## src/rtl/rca_pkg.sv

```systemverilog
// Shared types for the multi-cycle wide adder/subtractor sequencer.
// Holds the sequencer FSM state encoding. There are no ports.
package rca_pkg;

   typedef enum logic [1:0] {
      ST_IDLE,
      ST_RUN,
      ST_DONE
   } rca_state_e;

endpackage : rca_pkg

```

## src/rtl/rca_nbits.sv

```systemverilog
// Combinational BITS-wide ripple-carry adder chunk.
// Ports:
//   a  - addend A
//   b  - addend B
//   ci - carry-in
//   s  - sum bits
//   co - carry-out of the MSB
module rca_nbits #(
   parameter int unsigned BITS = 32
) (
   input  logic [BITS-1:0] a,
   input  logic [BITS-1:0] b,
   input  logic            ci,
   output logic [BITS-1:0] s,
   output logic            co
);

   logic [BITS:0] sum_ext;

   assign sum_ext = {1'b0, a} + {1'b0, b} + {{BITS{1'b0}}, ci};
   assign s       = sum_ext[BITS-1:0];
   assign co      = sum_ext[BITS];

endmodule : rca_nbits

```

## src/rtl/rca_seq_ctrl.sv

```systemverilog
// Sequencer for a multi-cycle wide adder/subtractor. One CHUNK_BITS-wide rca_nbits
// instance is reused for NCHUNK cycles, LSB chunk first, with the carry registered
// between chunks. Subtraction is a + ~b + 1 - ci, so the captured carry is ci ^ sub.
// Ports:
//   clk       - clock, rising edge
//   rst_n     - synchronous reset, active-low
//   in_valid  - operand request
//   in_ready  - high only while idle
//   a, b      - OP_BITS-wide operands
//   ci        - carry-in (add) / borrow-in (sub)
//   sub       - 1: s = a - b - ci, 0: s = a + b + ci
//   out_valid - result held and available
//   out_ready - result consumer ready
//   s         - registered result
//   co        - carry-out of bit OP_BITS-1 (for sub, 1 means no borrow)
module rca_seq_ctrl
   import rca_pkg::*;
#(
   parameter int unsigned OP_BITS    = 128,
   parameter int unsigned CHUNK_BITS = 32
) (
   input  logic               clk,
   input  logic               rst_n,
   input  logic               in_valid,
   output logic               in_ready,
   input  logic [OP_BITS-1:0] a,
   input  logic [OP_BITS-1:0] b,
   input  logic               ci,
   input  logic               sub,
   output logic               out_valid,
   input  logic               out_ready,
   output logic [OP_BITS-1:0] s,
   output logic               co
);

   localparam int unsigned NCHUNK = OP_BITS / CHUNK_BITS;
   localparam int unsigned IDX_W  = (NCHUNK > 1) ? $clog2(NCHUNK) : 1;
   localparam logic [IDX_W-1:0] IDX_LAST = IDX_W'(NCHUNK - 1);

   if ((OP_BITS % CHUNK_BITS) != 0) begin : g_bad_params
      $error("OP_BITS must be a multiple of CHUNK_BITS");
   end

   rca_state_e         state_q, state_d;
   logic [IDX_W-1:0]   idx_q, idx_d;
   logic [OP_BITS-1:0] a_sh_q, a_sh_d;
   logic [OP_BITS-1:0] b_sh_q, b_sh_d;
   logic [OP_BITS-1:0] s_q, s_d;
   logic               carry_q, carry_d;
   logic               co_q, co_d;

   logic [CHUNK_BITS-1:0] chunk_sum;
   logic                  chunk_co;
   logic [OP_BITS-1:0]    s_shift;

   rca_nbits #(
      .BITS(CHUNK_BITS)
   ) u_rca (
      .a  (a_sh_q[CHUNK_BITS-1:0]),
      .b  (b_sh_q[CHUNK_BITS-1:0]),
      .ci (carry_q),
      .s  (chunk_sum),
      .co (chunk_co)
   );

   // New chunks enter from the MSB side so the LSB chunk ends up at the bottom.
   if (NCHUNK == 1) begin : g_single
      assign s_shift = chunk_sum;
   end else begin : g_multi
      assign s_shift = {chunk_sum, s_q[OP_BITS-1:CHUNK_BITS]};
   end

   always_comb begin
      state_d = state_q;
      idx_d   = idx_q;
      a_sh_d  = a_sh_q;
      b_sh_d  = b_sh_q;
      s_d     = s_q;
      carry_d = carry_q;
      co_d    = co_q;
      unique case (state_q)
         ST_IDLE: begin
            if (in_valid) begin
               a_sh_d  = a;
               b_sh_d  = sub ? ~b : b;
               carry_d = ci ^ sub;
               idx_d   = '0;
               state_d = ST_RUN;
            end
         end
         ST_RUN: begin
            s_d     = s_shift;
            a_sh_d  = a_sh_q >> CHUNK_BITS;
            b_sh_d  = b_sh_q >> CHUNK_BITS;
            carry_d = chunk_co;
            if (idx_q == IDX_LAST) begin
               co_d    = chunk_co;
               state_d = ST_DONE;
            end else begin
               idx_d = idx_q + IDX_W'(1);
            end
         end
         ST_DONE: begin
            if (out_ready) begin
               state_d = ST_IDLE;
            end
         end
         default: state_d = ST_IDLE;
      endcase
   end

   always_ff @(posedge clk) begin
      if (!rst_n) begin
         state_q <= ST_IDLE;
         idx_q   <= '0;
         a_sh_q  <= '0;
         b_sh_q  <= '0;
         s_q     <= '0;
         carry_q <= 1'b0;
         co_q    <= 1'b0;
      end else begin
         state_q <= state_d;
         idx_q   <= idx_d;
         a_sh_q  <= a_sh_d;
         b_sh_q  <= b_sh_d;
         s_q     <= s_d;
         carry_q <= carry_d;
         co_q    <= co_d;
      end
   end

   assign in_ready  = (state_q == ST_IDLE);
   assign out_valid = (state_q == ST_DONE);
   assign s         = s_q;
   assign co        = co_q;

endmodule : rca_seq_ctrl

```

## config.mk

```make
export PLATFORM = sky130hd
export DESIGN_NAME = rca_seq_ctrl
export DESIGN_NICKNAME = d
export VERILOG_FILES = /design/src/rtl/rca_pkg.sv /design/src/rtl/rca_nbits.sv /design/src/rtl/rca_seq_ctrl.sv
export SDC_FILE = /design/constraint.sdc
export NUM_CORES = 1
export LEC_CHECK = 0
export BUFFER_PORTS_ARGS = -buffer_cell sky130_fd_sc_hd__buf_2
export CAP_MARGIN = 20
export CORE_ASPECT_RATIO = 0.6
export CORE_MARGIN = 2
export CORE_UTILIZATION = 45
export CTS_BUF_LIST = sky130_fd_sc_hd__clkbuf_8 sky130_fd_sc_hd__clkbuf_16
export CTS_CLUSTER_DIAMETER = 150
export DETAILED_ROUTE_END_ITERATION = 6
export PLACE_DENSITY_LB_ADDON = 0.05
export SLEW_MARGIN = 20
export SYNTH_ARGS = -nofsm -noshare
export SYNTH_HDL_FRONTEND = slang
export SYNTH_HIERARCHICAL = 1
export SYNTH_SLANG_ARGS = --single-unit
```

## constraint.sdc

```tcl
create_clock -name clk -period 4.4 [get_ports clk]
set_clock_uncertainty 0.05 [all_clocks]
set_input_delay 0.66 -clock clk [delete_from_list [all_inputs] [get_ports clk]]
set_output_delay 0.66 -clock clk [all_outputs]
set_load 0.005 [all_outputs]
```

==> out/results.ini <==
[worst_setup_path]
crit_arrival_ns=4.16
startpoint_type=register
critical_path_required_ns=4.78
path_max_fanout=4
worstSetupEndpointType=register
critPathKind=reg -> reg

[status]
status=finished clean

[logic_synthesis]
synth_warnings=6
synth_edf_count=0
synthAdderAreaFrac=0.02514
yosys_register_bits=390
ys_seq_area_frac=0.4456
synth-async-reset-ratio=0
synth_top_family_by_area=compound AO/OA/AOI/OAI gates
synth_nets=2341
synthXorXnorAreaFrac=0.07948
avgSynthCellArea_um2=8.568
synth_compound_area_frac=0.2607
synth.distinct_cells=58
syn-cell-area_mm2=0.01752
yosys.area_share.simple=0.1425
synth_mux_area_frac=0.0005713
syn_inst=2045
synthFlopType=dfxtp_1

[sta]
rsz0062_at_grt=no
setup_ws_ns=0.6171
min_period_over_period=0.8597
max_freq_mhz=264.3
tightest_slew_ns=1.144
slew_violations=0
setup_viol=0
hold_violations=0
finalSetupTns_ns=0
relSlewSlack=0.2374
period_needed_ns=3.783
whs_ns=0.2983

[placement]
hpwl_um=39300
place_ws_ns=0.7739
gp_congestion=0.9149
io_buffer_count=392

[final_layout]
layout-drive-gt1-share=0.2052
area_growth_pct=19.33
fin_util=0.5494
final_cell_mix=390 x dfxtp_1, 390 x buf_2, 373 x nand2_1
fin_nets=2614
fillCellCount=3652

[clocking]
postCtsSetupRepairBufs=0
cts_tree=yes
cts_resized=0
clkTransAtPathRegs_ns=0.06
cts_buffers=39
ctsHtreeMaxLevel=2
clk_path_buf_depth=3
clockRootBuffer=clkbuf_16
clock-sinks=390
insertion_delay_ns=0.55
cts_hold_buf=0

[drt]
vias=15720
drtAntennaViolNets=0
vias_per_cell=5.487
drtIter0Drc=1493
routed_wl_um=56500
route.detailed.wl_per_inst_um=19.72
drtPass1Iterations=6
drc=0

[flow_run]
cap_viol_max_count=0

[floorplanning]
die_area_mm2=0.04058
pin_count=393
die_y_um=156.8
die_w_um=258.7
core-area_mm2=0.03806
initial_core_util=0.4604
std_cell_rows=55

[power_and_ir_drop]
fin_total_pwr_w=0.008509
power_frac_seq=0.463
switching_power_w=0.002398
power.leakage_nw=8.760
ir_worst_vdd_mv=0.2185
p_int_w=0.006110
combPwrFrac=0.156
p_clk_frac=0.381
p_per_area_mw_per_mm2=407.0
switching_share=0.2819

[worst_hold_path]
hold_class=in -> reg

[grt]
grtUsageTotal=0.2712
grt_max_degree=226
grt_pass1_wl_um=86170
grt_overflow=0
grt_pass1_vias=15060
antenna_found_initial=8

sequential cells by signal, summed over array words and instances (netlist names):
register  flops
state_q       2
idx_q         2
s           128
a_sh_q      128
b_sh_q      128
co            1
carry_q       1
final cells by class:
| class | count | area (um^2) | area share |
|---|---|---|---|
| diodes | 8 | 20.02 | 0.0009575 |
| well taps | 513 | 641.9 | 0.03070 |
| flip-flops and latches | 390 | 7807 | 0.3734 |
| clock inverters | 17 | 92.59 | 0.004428 |
| repair buffers | 409 | 2205 | 0.1054 |
| multi-input cells | 1470 | 8972 | 0.4291 |
| clock buffers | 50 | 1139 | 0.05446 |
| inverters | 8 | 30.03 | 0.001436 |
Yosys cell counts (4+ instances only):
cell	count	area (um^2)
ha_1	32	400.4
buf_6	7	78.83
a221o_1	97	970.9
nand2_1	373	1400
inv_1	6	22.52
xnor2_1	119	1042
nor2_1	111	416.7
a31oi_1	4	25.02
nand2b_1	4	25.02
o31ai_1	10	75.07
o21bai_1	7	52.55
a22oi_1	58	435.4
a21o_1	17	127.6
buf_4	4	30.03
o211ai_1	6	45.04
o21ai_0	105	525.5
clkbuf_1	116	435.4
nand3_1	14	70.07
a21boi_0	131	983.4
dfxtp_1	390	7807
xor2_1	40	350.3
buf_1	15	56.30
nand4_1	5	31.28
a21oi_1	228	1141
nor2b_1	61	381.6
buf_2	35	175.2
routing by layer:
metal	routed length (um)	global-route usage
met4	1300	0.08423
met3	4390	0.07305
met5	0	0
met1	26400	0.3791
met2	24410	0.4065
metrics by stage:
step	std cells	instance area (um^2)
floorplan	2045	17520
global placement	2788	19600
detailed placement	2788	19600
CTS	2855	20830
global route	2862	20900
finish	2865	20910
path summary, 6_finish.rpt:
path,startpoint,slack [ns],to,cells after the start
setup / recovery,a_sh_q[0],0.62,carry_q,10
hold / removal,a[81],0.30,a_sh_q[81],3
setup reg to reg,a_sh_q[0],0.62,carry_q,10
hold reg to reg,s[9],0.41,s[9],2
kinds of logic (layout without fill, tap and decap cells):
group,Yosys count,after routing
mux,1,1
buf+inv,185,484
compound gates,686,686
flops,390,390
fa+ha+maj,34,34
xor+xnor,159,159
other cells,0,8
simple gates,590,590
worst max-delay path, cell delays in order, from the launching register on:
cell,delay [ns]
dfxtp_1,0.34
fa_1,0.49
fa_1,0.44
a21o_1,0.22
a221oi_1,0.65
o211ai_1,0.20
a21oi_1,0.44
or3_1,0.22
o31a_1,0.19
o21ai_1,0.11
a221o_1,0.32
power by group through the flow:
stage               combinational [W]  clock [W]  sequential [W]
global placement              0.00129          0         0.00401
finish                        0.00133    0.00325         0.00394
global route                  0.00146    0.00345         0.00396
floorplan                    0.000878          0         0.00394
CTS                           0.00131    0.00331         0.00393
detailed placement            0.00130          0         0.00401
Power figures use the tool's default switching activity.
